==> src/rtl/pc_call_stack_if.sv <==
// Control/bus bundle between the sequencer and the program counter block.
// The sequencer side (master) drives requests and the jump/call target.
// The PC side (slave) returns the current PC, stack occupancy and error flags.
interface pc_call_stack_if #(
  parameter int ADDR_W      = 8,
  parameter int STACK_DEPTH = 4
);
  localparam int SP_W = $clog2(STACK_DEPTH + 1);

  logic              pc_en;
  logic              jmp;
  logic              jz;
  logic              zero_flag;
  logic              call;
  logic              ret;
  logic              clr_err;
  logic [ADDR_W-1:0] bus_in;
  logic [ADDR_W-1:0] bus_out;
  logic [ADDR_W-1:0] dis_out;
  logic [SP_W-1:0]   sp_out;
  logic              stk_full;
  logic              stk_empty;
  logic              ovf_err;
  logic              unf_err;

  modport master (
    output pc_en, jmp, jz, zero_flag, call, ret, clr_err, bus_in,
    input  bus_out, dis_out, sp_out, stk_full, stk_empty, ovf_err, unf_err
  );

  modport slave (
    input  pc_en, jmp, jz, zero_flag, call, ret, clr_err, bus_in,
    output bus_out, dis_out, sp_out, stk_full, stk_empty, ovf_err, unf_err
  );
endinterface

==> src/rtl/pc_call_stack.sv <==
// Program counter with increment, unconditional/conditional jump and a
// hardware return-address stack. One action per clock edge, chosen by
// priority ret > call > jmp > jz > pc_en. Every output comes straight from a
// register, so there is no combinational path from any input to any output.
module pc_call_stack #(
  parameter int                ADDR_W      = 8,
  parameter int                STACK_DEPTH = 4,
  parameter logic [ADDR_W-1:0] RESET_VEC   = '0
) (
  input logic            clk,
  input logic            reset,
  pc_call_stack_if.slave bus
);
  localparam int SP_W  = $clog2(STACK_DEPTH + 1);
  localparam int IDX_W = (STACK_DEPTH > 1) ? $clog2(STACK_DEPTH) : 1;

  logic [ADDR_W-1:0] pc_q, pc_d;
  logic [SP_W-1:0]   sp_q, sp_d;
  logic              ovf_q, ovf_d;
  logic              unf_q, unf_d;
  logic [ADDR_W-1:0] stack_q [STACK_DEPTH];

  logic              push;
  logic [ADDR_W-1:0] pc_inc;
  logic [IDX_W-1:0]  push_idx;
  logic [IDX_W-1:0]  pop_idx;

  // A push only happens while sp < STACK_DEPTH and a pop only while sp > 0,
  // so both truncated indices always land inside the stack array.
  assign pc_inc   = pc_q + ADDR_W'(1);
  assign push_idx = IDX_W'(sp_q);
  assign pop_idx  = IDX_W'(sp_q - SP_W'(1));

  // Next-state selection: the single highest-priority request wins, the rest are dropped.
  always_comb begin
    // NOTE: every combinational output gets a default first so no path leaves it unassigned (no latch).
    pc_d  = pc_q;
    sp_d  = sp_q;
    push  = 1'b0;
    // Clear happens first; an error raised below on the same edge overrides it.
    ovf_d = ovf_q & ~bus.clr_err;
    unf_d = unf_q & ~bus.clr_err;

    if (bus.ret) begin
      if (sp_q != '0) begin
        pc_d = stack_q[pop_idx];
        sp_d = sp_q - SP_W'(1);
      end else begin
        unf_d = 1'b1;
      end
    end else if (bus.call) begin
      if (sp_q != SP_W'(STACK_DEPTH)) begin
        push = 1'b1;
        sp_d = sp_q + SP_W'(1);
        pc_d = bus.bus_in;
      end else begin
        ovf_d = 1'b1;
      end
    end else if (bus.jmp) begin
      pc_d = bus.bus_in;
    end else if (bus.jz) begin
      pc_d = bus.zero_flag ? bus.bus_in : pc_inc;
    end else if (bus.pc_en) begin
      pc_d = pc_inc;
    end
  end

  // PC, stack pointer and sticky error flags.
  always_ff @(posedge clk or posedge reset) begin
    // NOTE: sequential state uses non-blocking assignments so all registers update together at the edge.
    if (reset) begin
      pc_q  <= RESET_VEC;
      sp_q  <= '0;
      ovf_q <= 1'b0;
      unf_q <= 1'b0;
    end else begin
      pc_q  <= pc_d;
      sp_q  <= sp_d;
      ovf_q <= ovf_d;
      unf_q <= unf_d;
    end
  end

  // Return-address storage; entries above sp are left untouched on pop.
  always_ff @(posedge clk or posedge reset) begin
    // NOTE: this small register-file stack is reset on purpose so every entry is a known 0 after reset.
    if (reset) begin
      for (int i = 0; i < STACK_DEPTH; i++) begin
        stack_q[i] <= '0;
      end
    end else if (push) begin
      stack_q[push_idx] <= pc_inc;
    end
  end

  assign bus.bus_out   = pc_q;
  assign bus.dis_out   = pc_q;
  assign bus.sp_out    = sp_q;
  assign bus.stk_full  = (sp_q == SP_W'(STACK_DEPTH));
  assign bus.stk_empty = (sp_q == '0);
  assign bus.ovf_err   = ovf_q;
  assign bus.unf_err   = unf_q;
endmodule
==> src/flat_wrapper.sv <==
// flat-port wrapper written by rule: the top's interface ports become plain ports
module pc_call_stack_flat 
#(
  parameter int                ADDR_W      = 8,
  parameter int                STACK_DEPTH = 4,
  parameter logic [ADDR_W-1:0] RESET_VEC   = '0
)
  (clk, reset, bus_pc_en, bus_jmp, bus_jz, bus_zero_flag, bus_call, bus_ret, bus_clr_err, bus_bus_in, bus_bus_out, bus_dis_out, bus_sp_out, bus_stk_full, bus_stk_empty, bus_ovf_err, bus_unf_err);
  pc_call_stack_if #(.ADDR_W(ADDR_W), .STACK_DEPTH(STACK_DEPTH)) bus_i ();
  input logic clk;
  input logic reset;
  input wire logic [$bits(bus_i.pc_en)-1:0] bus_pc_en;
  input wire logic [$bits(bus_i.jmp)-1:0] bus_jmp;
  input wire logic [$bits(bus_i.jz)-1:0] bus_jz;
  input wire logic [$bits(bus_i.zero_flag)-1:0] bus_zero_flag;
  input wire logic [$bits(bus_i.call)-1:0] bus_call;
  input wire logic [$bits(bus_i.ret)-1:0] bus_ret;
  input wire logic [$bits(bus_i.clr_err)-1:0] bus_clr_err;
  input wire logic [$bits(bus_i.bus_in)-1:0] bus_bus_in;
  output wire logic [$bits(bus_i.bus_out)-1:0] bus_bus_out;
  output wire logic [$bits(bus_i.dis_out)-1:0] bus_dis_out;
  output wire logic [$bits(bus_i.sp_out)-1:0] bus_sp_out;
  output wire logic [$bits(bus_i.stk_full)-1:0] bus_stk_full;
  output wire logic [$bits(bus_i.stk_empty)-1:0] bus_stk_empty;
  output wire logic [$bits(bus_i.ovf_err)-1:0] bus_ovf_err;
  output wire logic [$bits(bus_i.unf_err)-1:0] bus_unf_err;
  assign bus_i.pc_en = bus_pc_en;
  assign bus_i.jmp = bus_jmp;
  assign bus_i.jz = bus_jz;
  assign bus_i.zero_flag = bus_zero_flag;
  assign bus_i.call = bus_call;
  assign bus_i.ret = bus_ret;
  assign bus_i.clr_err = bus_clr_err;
  assign bus_i.bus_in = bus_bus_in;
  assign bus_bus_out = bus_i.bus_out;
  assign bus_dis_out = bus_i.dis_out;
  assign bus_sp_out = bus_i.sp_out;
  assign bus_stk_full = bus_i.stk_full;
  assign bus_stk_empty = bus_i.stk_empty;
  assign bus_ovf_err = bus_i.ovf_err;
  assign bus_unf_err = bus_i.unf_err;
  pc_call_stack #(.ADDR_W(ADDR_W), .STACK_DEPTH(STACK_DEPTH), .RESET_VEC(RESET_VEC)) u_core (.clk(clk), .reset(reset), .bus(bus_i));
endmodule
==> config.mk <==
export PLATFORM = sky130hd
export DESIGN_NAME = pc_call_stack_flat
export DESIGN_NICKNAME = d
export VERILOG_FILES = /design/src/rtl/pc_call_stack_if.sv /design/src/rtl/pc_call_stack.sv /design/src/flat_wrapper.sv
export SDC_FILE = /design/constraint.sdc
export NUM_CORES = 1
export LEC_CHECK = 0
export BUFFER_PORTS_ARGS = -buffer_cell sky130_fd_sc_hd__buf_4
export CAP_MARGIN = 20
export CORE_MARGIN = 3
export CORE_UTILIZATION = 50
export CTS_CLUSTER_SIZE = 12
export DETAILED_ROUTE_END_ITERATION = 7
export PLACE_DENSITY = 0.72
export SLEW_MARGIN = 20
export SYNTH_ARGS = -nofsm -noshare
export SYNTH_HDL_FRONTEND = slang
export SYNTH_SLANG_ARGS = --single-unit
==> constraint.sdc <==
create_clock -name clk -period 3.16 [get_ports clk]
set_input_delay 0.632 -clock clk [delete_from_list [all_inputs] [get_ports clk]]
set_output_delay 0.632 -clock clk [all_outputs]
set_load 0.01 [all_outputs]
==> results of run 1 <==
[through the flow]
stage	hold slack [ns]	cells
after global routing	0.427	338
final	0.365	338
after global placement	0.459	330
after CTS	0.443	338
after detailed placement	0.483	330
after floorplan	0.442	243
[cell usage after synthesis (all sizes together), types with 3 or more instances]
master / n / area (um^2)
buf: 18 / 123
mux2: 11 / 128
nand2: 16 / 60.1
o21a: 4 / 30.0
o21ai: 15 / 75.1
mux4: 8 / 206
nor3: 10 / 55.1
dfrtp: 45 / 1130
a21oi: 24 / 120
inv: 10 / 37.5
xor2: 3 / 26.3
nor2: 29 / 111
nand3: 7 / 35.0
clkbuf: 5 / 18.8
o41ai: 3 / 26.3
ha: 6 / 75.1
[power by group through the flow]
stage	combinational (mW)	clock (mW)	sequential, mW
floorplan	1.07	0	1.06
global placement	1.42	0	1.10
detailed placement	1.46	0	1.12
CTS	1.47	0.536	1.10
global route	1.60	0.574	1.15
finish	1.46	0.530	1.10
[layout make-up]
class | instances | share of cell area, %
Clock inverter | 3 | 2.37
Multi-Input combinational cell | 165 | 41.2
Tap cell | 67 | 2.89
Inverter | 10 | 1.29
Clock buffer | 5 | 2.37
Sequential cell | 45 | 38.8
Timing Repair Buffer | 43 | 11.1
[kinds of logic after synthesis]
kind of cell,after synthesis
flip-flops,45
adder cells (fa/ha/maj),6
AND/OR/NAND/NOR,75
buffers and inverters,33
AO/OA/AOI/OAI,59
XOR/XNOR,5
multiplexers,20
[metal layers]
metal	global-route usage, %	up-vias	share of wire [%]
met5	0	-	0
met3	5.63	6	6.0
met2	31.3	51	47
li1	-	913	-
met1	28.4	921	46
met4	5.43	0	0.86
[flip-flops by register name, summed over array words and instances (netlist names)]
register	count
u_core.stack_q	32
u_core.bus.bus_out	8
u_core.bus.sp_out	3
u_core.bus.ovf_err	1
u_core.bus.unf_err	1
[worst paths after layout]
path                                 startpoint              endpoint  slack, ns  depth (start not counted)
max                        u_core.bus.sp_out[0]         bus_stk_empty       0.74                          6
max reg2reg                u_core.bus.sp_out[0]    u_core.stack_q[13]       0.94                          6
min                                       reset  u_core.bus.sp_out[2]       0.37                          2
max in group asynchronous                 reset    u_core.stack_q[16]       2.12                          3
min in group clk              u_core.stack_q[6]     u_core.stack_q[6]       0.50                          2
min reg2reg                   u_core.stack_q[6]     u_core.stack_q[6]       0.50                          2
==> results.txt, run 1 <==
The achievable frequency is 0.413 GHz. The hold violation count in the final report is 0. After clock tree synthesis, the flow added hold-fix buffers numbering 0. The most used flip-flop cell after synthesis is dfrtp_1. The most common cell after layout, fill and taps aside is dfrtp_1. In this run the count of I/O pins placed on the die edge is 40. The die outline area is 5890 um^2. Of the total power, the share spent switching nets is a little under two fifths.

The worst setup slack after placement came out at about 0.94 ns. Once the floorplan was initialized, standard cells occupied between 50% and 60% of the core. The required time at the worst-slack endpoint is 2.53 ns. The part of the Yosys area used for sequential elements is 45.0%. The post-route total power is approximately 3 mW.

After Yosys synthesis, full adders, half adders and majority gates account for roughly 3% of the synthesized area. In the synthesized netlist, mux cells make up between 10 and 15% of the area. The fraction of layout instances using a drive strength above 1 came out at around a quarter.

The placement-stage cell area came out at 2770 um^2. In this run the worst path has a maximum fanout of 12. For the pin with the worst max-slew slack, the measured transition is roughly 0.58 ns. The combined area of the multi-input logic cells came out at around 1200 um^2. Headroom to the max-slew limit came out at 61.6%. The power density over the cells came out at 1060 nW/um^2. The routed design has between 5000 and 6000 um of wire. The worst IR drop on VDD came out at slightly below 600 uV. The total of fill cells in the finished design is about 420.

The synthesized netlist devotes between 10% and 20% of its cell area to compound gates. Setup violations remaining at the end of the flow were counted as 0. The count of unique library cells instantiated by Yosys is 46.

The type of the worst setup path is reg -> out. The number of violations reported at the end of detailed-routing iteration 0 is 119. The number of buffers and inverters on the critical path came out at 4.

The library cells used most frequently in the layout, excluding fill and tap cells, are dfrtp_1 (45), buf_4 (43), nor2_1 (28). The leakage power summed over all cells came out at roughly 1.3 nW. The minimum clock period after layout came out at around 2.4 ns. The max-slew violation total from the final report was 0. The total non-filler cell area in the finished layout came out at 2900 um^2. Counting every sink on the clock net gives 45.

The total congestion overflow came out at 0. The number of global-route vias before repair is between 1500 and 2000. The flow ran to the end, and the final reports show no timing, DRC or antenna violations. The number of antenna violations at the first check in global routing is 0. The placer's final routability congestion estimate is a little under 0.9. The post-synthesis instance area is around 2500 um^2.

The number of port buffers is 39. Once routing completed, OpenROAD measured the worst setup slack at 0.738 ns. The internal power consumption is 1.91 mW. The number of nets in the synthesized netlist is between 200 and 300.

By area, the combinational part of the netlist is dominated by simple AND/OR/NAND/NOR gates. The core footprint is between 4000 and 5000 um^2. The relative contribution of combinational cells to total power is a little under half. The clock network accounts for ~17% of the total power.

The register cell area after layout is 1130 um^2. The area share of xor/xnor cells in the synthesized design is between 1.5 and 2%. Dividing the detail-routed via count by the number of cells gives ~5.6. During synthesis, Yosys emitted a total of 0 warnings. The net switching power is approximately 1.2 mW. Entering global routing, the biggest net connects 28 pins. The fraction of registers with async set/reset is 100%. The area growth from synthesis to layout came out at 16.1%. CTS placed an instance of clkbuf_8 at the clock tree root. The number of synthesized flops with an enable pin came out at 0. Clock-pin slew was measured on the worst setup and hold paths at about 0.09 ns.

The largest buffer count on any clock path is 2. The die is between 70 and 80 um tall. The H-tree level count came out at 2. The number of routed nets with antenna violations came out at 0.

The delay contributed by the slowest stage of the critical path is roughly 0.37 ns. The average cell area after synthesis is between 10 and 15 um^2. The total setup buffers inserted after CTS came out at 0. The utilization of the core after routing is roughly 61%. The total number of placement rows came out at 25.

The post-cts repair resize count came out at 0. In the final design database the tool counted 293 nets. The largest delay contributor family on the critical path is buffers and inverters.

The synthesized instance count is approximately 240. STA puts the critical path data arrival time at 1.79 ns. The largest individual stage delay along the critical path comes from the cell dfrtp_1.

The max-cap check violation count came out at 0. Summed over all failing endpoints, the final setup total negative slack is 0 ns. The category of the worst setup path launch point is a flip-flop. The first-pass detailed-route iteration total is 4. After Yosys synthesis, and, or, nand and nor cells account for 14.8% of the synthesized area.

The number of register bits inferred by synthesis is 45. The vias after detailed routing came out at 1891. In this run the worst hold path is classified as in -> async. The remaining routing DRC violations came out at 0. The horizontal extent of the die is approximately 77 um.

Setup repair after global routing left no endpoint under its margin. The worst setup path is captured at an output port. Global routing used about 20% of the available tracks across all layers. The final critical path takes up 76.6% of the cycle. The wire length of the first global-routing pass is 9400 um. Walking the worst path, the cells encountered are buf_4, inv_1, ha_1, inv_1, nor2_1, buf_4. Dividing the detail-routed wire length by the instance count gives around 16 um.

The number of clock buffers inserted by TritonCTS came out at 5. The clock reaches the later pin of the worst-skew pair after 0.31 ns. The number of inserted diodes came out at 0. The relative contribution of sequential cells to total power is a little over a third. The clock tree from TritonCTS is built. The HPWL reported at the end of detailed placement is 4020 um. The largest clock skew in the final design is roughly 0.010 ns.
Note: power is estimated with default switching activity, not from simulation.
==> inputs of run 2 (changes only) <==
- PLACE_DENSITY: 0.72 -> 0.75
- clock period: 3.16 -> 2.09 ns (I/O delays scaled with it)
==> results.txt, run 2 (same netlist as run 1, synthesis figures left out) <==
The run finished with clean final reports. The critical path arrival is 1.56 ns. The uppermost layer routed is met4. The number of port buffers is 39. The net count of the finished layout is ~300.

The die covers 5890 um^2. The vias after detailed routing came out at roughly 1900. The wire length of the first global-routing pass is between 9000 and 10000 um.

Subtracting the final worst setup slack from the clock period gives 1.98 ns. The leakage power summed over all cells came out at 1.34 nW. The final cycle utilization of the critical path is 94.6%. The H-tree level count came out at 2.

The via count normalized by instance count came out at 5.55. The fraction of layout instances using a drive strength above 1 is between 20% and 30%. The HPWL reported at the end of detailed placement came out at about 4400 um. The aggregate routed wire length is approximately 5800 um. The mean routed wirelength per cell is between 15 and 20 um. The area growth from synthesis to layout is 18.6%. The routed wire length on met2 is 2990 um. The met1 wire length came out at between 2000 and 2500 um.

The maximum net fanout on the critical path is 8. The worst setup path is captured at an output port. The tightest min-delay check is of the in -> async type. After detailed routing, the number of remaining DRC violations is 0. The final setup violation count came out at 0. Adding up every negative setup slack in the final design gives 0 ns. Post-CTS timing repair inserted 0 buffers for setup. The achievable frequency is roughly 0.51 GHz. The library cell used most frequently in the layout, excluding fill and tap cells, is buf_4. The total number of placement rows came out at 25.

The worst slew margin relative to its limit came out at approximately 61%. Hold repair after CTS inserted 0 buffers. The number of global-route vias before repair came to 2034. Measured along the x axis, the die boundary spans around 77 um. The largest buffer count on any clock path came out at 2. The total congestion overflow came out at 0. The actual transition at the worst max-transition pin came out at roughly 0.58 ns. VDD sags by at most around 530 uV. The first-pass detailed-route iteration total is 4. Data on the critical path is required at its endpoint by around 1.7 ns. The max-cap check violation count is 0. The global-route usage over all layers came out at 21.7%. The number of clock buffers added by TritonCTS is 5. The post-route worst hold slack came out at roughly 0.062 ns.

The largest clock skew in the final design is 0.00756 ns. Setup repair after global routing left no endpoint under its margin. The design draws around 4.7 mW. The register with the most flip-flops in the layout has 32 of them.

The category of the worst setup path launch point is a flip-flop. The detailed router finished its first iteration with around 130 violations. Ranked by flip-flop count, first place goes to u_core.stack_q. The placer's final routability congestion estimate is approximately 0.85.

The combined area of the multi-input logic cells is roughly 1200 um^2. The count of boundary I/O pins came out at 40. The total of fill cells in the finished design came out at 393. The number of inserted diodes came out at 0. Power spread over the standard cell area amounts to 1590 nW/um^2. The amount of wire on met3 after detailed routing is roughly 320 um. The post-cts repair resize count came out at 0. The type of the worst setup path is reg -> out. The register cell area after layout came out at between 1000 and 1500 um^2.

The largest net degree at the start of global routing is 22. The worst-skew pair later-pin latency came out at ~0.3 ns. The hold violation count in the final report came out at 0. Clock-pin slew was measured on the worst setup and hold paths at 0.08 ns. The core footprint is ~4800 um^2. In this run the clock root is driven by a clkbuf_8. The overall die height is 76.7 um. The clock sink count is 45. The library cells used most frequently in the layout, excluding fill and tap cells, are buf_4 (52), dfrtp_1 (45), nor2_1 (28). The max-slew violation total from the final report is 0. The number of antenna violations at the first check in global routing came out at 0. For this configuration, the core starts out at a cell density of between 50 and 60%.

The clock tree from TritonCTS is built. The number of routed nets with antenna violations came out at 0.
[run 2: cell type report]
type / instances / share of cell area (%)
tap: 67 / 2.83
inverter: 10 / 1.27
clock inverter: 2 / 1.31
timing repair buffer: 53 / 13.8
multi-input combinational: 165 / 40.3
sequential: 45 / 38.0
clock buffer: 6 / 2.45
[run 2: path summary, 6_finish.rpt]
path                                    endpoint  slack, ns                 start  cells past startpoint
setup / recovery                   bus_stk_empty       0.11  u_core.bus.sp_out[0]                      5
hold / removal                u_core.stack_q[25]       0.06                 reset                      2
setup reg to reg           u_core.bus.bus_out[2]       0.17  u_core.bus.sp_out[0]                      5
hold reg to reg                u_core.stack_q[4]       0.49     u_core.stack_q[4]                      2
max in group asynchronous      u_core.stack_q[3]       1.53                 reset                      3
min in group clk              u_core.bus.unf_err       0.30           bus_clr_err                      2
[run 2: worst max-delay path, cell delays in order (launching register included)]
cell     delay [ns]
dfrtp_1        0.38
inv_1          0.13
ha_1           0.32
inv_1          0.14
nor2_1         0.14
buf_4          0.14
[run 2: metal layers]
metal / up-vias / GRT usage [%]
met5: - / 0
met4: 0 / 7.25
met3: 9 / 4.69
met2: 49 / 38.1
met1: 941 / 26.3
li1: 931 / -
[run 2: power by group]
group	internal, mW	switching (mW)	total (mW)
Clock	0.359	0.309	0.669
Sequential	1.30	0.330	1.63
Combinational	1.21	1.20	2.41
[run 2: stage by stage]
stage | area (um^2) | util (%) | setup WS, ns | cells
final | 2970 | 62.0 | 0.113 | 348
after global routing | 2970 | 62.0 | 0.0192 | 348
after CTS | 2970 | 62.0 | 0.119 | 348
after detailed placement | 2850 | 59.6 | 0.192 | 340
after global placement | 2850 | 59.6 | 0.257 | 340
after floorplan | 2500 | - | 0.0116 | 243
==> inputs of run 3 (changes only) <==
- clock period: 2.09 -> 1.7 ns (I/O delays scaled with it)
==> results.txt, run 3 (same netlist as run 1, synthesis figures left out) <==
The run finished with clean final reports. The effective utilization at floorplan came out at 52.3%. IR analysis of the VDD net gives a maximum drop of slightly above 700 uV. The aggregate routed wire length came out at 5990 um. The overall die height came out at roughly 77 um. The critical path capture point type is a flip-flop. Grouping stages by cell kind, the critical path spends the most delay in multiplexers. The total congestion overflow is 0.

Input and output buffers added on the ports amount to 39. The vias after detailed routing is 2019. The worst-skew pair later-pin latency came out at between 0.3 and 0.4 ns.

The number of antenna violations at the first check in global routing is 0. The HPWL reported at the end of detailed placement came out at between 4000 and 5000 um. The post-route netlist has 37.2% of its cells at a drive strength greater than 1.

The post-CTS clock slew at the launch and capture registers of the worst setup and hold paths came out at 0.09 ns. In this run the count of I/O pins placed on the die edge is 40. TritonCTS created 5 clock buffers. The minimum clock period after layout came out at around 1.7 ns. The max-slew violation total from the final report is 0. The largest clock skew in the final design is ~0.0081 ns. The setup slack of the most critical reg-to-reg path is 0.03 ns. The flip-flop count of the largest register after layout is 32. The leakage power summed over all cells came out at 1.42 nW. The delay contributed by the slowest stage of the critical path is a little over 0.4 ns. The horizontal extent of the die is between 70 and 80 um. The global-route usage over all layers came out at 21.4%. The first global-routing pass estimated 10100 um of wire.

More flip-flops sit in one register than any other, and that register is u_core.stack_q. Of the available clock period, the critical path in the final layout requires between 90% and 100%. The number of global-route vias before repair came out at 2089. The number of inserted diodes is 0.

For the pin with the worst max-slew slack, the measured transition is roughly 0.63 ns. The max-cap check violation count is 0. Setup repair after global routing could not meet its margin everywhere. The via count normalized by instance count is 5.53.

The total number of placement rows came out at 25. The critical path ends at u_core.bus.bus_out[2]. In this run the remaining antenna-violating nets after routing total 0.

The first-pass detailed-route iteration total is 4. In this run the critical register-to-register path is launched from u_core.bus.sp_out[0]. STA classifies the critical path startpoint as a flip-flop.

The setup slack after layout is approximately 0.026 ns. The placer's final routability congestion estimate is roughly 0.84. The critical path arrival came out at approximately 1.9 ns. In the final timing run, aggregate negative setup slack is 0 ns. For this design the ratio of total power to cell area is ~2000 nW/um^2. The number of stages on the worst setup path is 5. The core footprint came out at roughly 4800 um^2. The final setup violation count is 0. The remaining routing DRC violations came out at 0. The tree is rooted in a clkbuf_8. The achievable frequency came out at 0.598 GHz. The largest individual stage delay along the critical path comes from the cell dfrtp_2. The most common cell after layout, fill and taps aside is buf_4. The die outline area came out at 5890 um^2. In the layout the commonest cells are buf_4 (69), dfrtp_1 (44), nor2_1 (26). The number of cells on the worst reg-to-reg path is 5. Counting both buffers and inverters, the worst setup path holds a total of 1. Of all nets on the critical path, the largest fanout is 6. The required time at the worst-slack endpoint came out at 1.90 ns. The worst slew margin relative to its limit came out at ~57%. Compared with the post-synthesis result, the final layout area differs by 24.7%. The hold violation count in the final report came out at 0. The largest net degree at the start of global routing came out at 20. The largest buffer count on any clock path is 2.

The type of the worst setup path is reg -> reg. The worst setup path startpoint is u_core.bus.sp_out[0]. The worst hold-check path type is in -> async.

In this run the critical register-to-register path is captured at u_core.bus.bus_out[2]. The number of violations reported at the end of detailed-routing iteration 0 is 163. After detailed routing, the average wire length per cell comes to 16.4 um.

The clock sink count came out at 45. The net count of the finished layout is 320. The critical path goes through inv_4, ha_4, mux4_2, mux2_2, mux2_4. Counting the fill cells in the layout gives between 300 and 400. The H-tree was split into 2 levels. The worst setup slack after placement is -0.0100 ns. TritonCTS built the clock tree.
[run 3: cell types whose count changed in the layout (fill, tap and decap cells not counted), sizes merged]
cell / change
buf: +17
clkbuf: -1
clkinv: -1
inv: +2
[run 3: cell type report]
| cell class | instances | area (um^2) | share of cell area (%) |
|---|---|---|---|
| Sequential cell | 45 | 1130 | 36.1 |
| Multi-Input combinational cell | 165 | 1220 | 39.2 |
| Clock inverter | 3 | 47.5 | 1.52 |
| Timing Repair Buffer | 70 | 529 | 17.0 |
| Tap cell | 67 | 83.8 | 2.69 |
| Clock buffer | 5 | 68.8 | 2.21 |
| Inverter | 10 | 40.0 | 1.28 |
[run 3: what timing repair did]
action | 4_1_cts | 5_1_grt
pin swaps | 1 | 1
setup endpoints to repair | 2 | 31
setup buffers | 2 | 1
gates resized for setup | 3 | 10
hold buffers | 0 | 0
[run 3: metrics by stage]
step	power [mW]	instance area, um^2	cells	hold slack, ns	util (%)
after floorplan	4.05	2520	243	0.436	-
after global placement	5.03	2960	354	0.374	61.9
after detailed placement	5.14	2960	354	0.374	61.9
after CTS	6.09	3100	364	0.0455	64.8
after global routing	6.64	3120	365	0.0533	65.2
final	6.20	3120	365	0.0368	65.2
[run 3: worst register-to-register path, stage by stage, from the launching register on]
cell,delay (ns)
dfrtp_2,0.41
inv_4,0.05
ha_4,0.30
mux4_2,0.29
mux2_2,0.27
mux2_4,0.25
[run 3: worst min-delay path by stage]
stage                      startpoint  depth (start not counted)                 end
after detailed placement        reset                          2  u_core.stack_q[22]
after global routing            reset                          2  u_core.stack_q[21]
after floorplan           bus_clr_err                          1  u_core.bus.unf_err
after CTS                       reset                          2  u_core.stack_q[22]
after global placement          reset                          2  u_core.stack_q[21]
final                           reset                          2   u_core.stack_q[6]
[run 3: where the power goes]
group	switching, mW	total (mW)	internal [mW]
Sequential	0.385	1.98	1.60
Clock	0.400	0.848	0.449
Combinational	1.59	3.36	1.77
Total	2.38	6.20	3.82
[run 3: metal layers]
layer,GRT usage [%],vias up,wire (um)
met5,0,-,0
met4,7.25,0,56
met3,3.99,4,308
met2,36.3,59,3110
met1,27.6,988,2510
li1,-,968,-
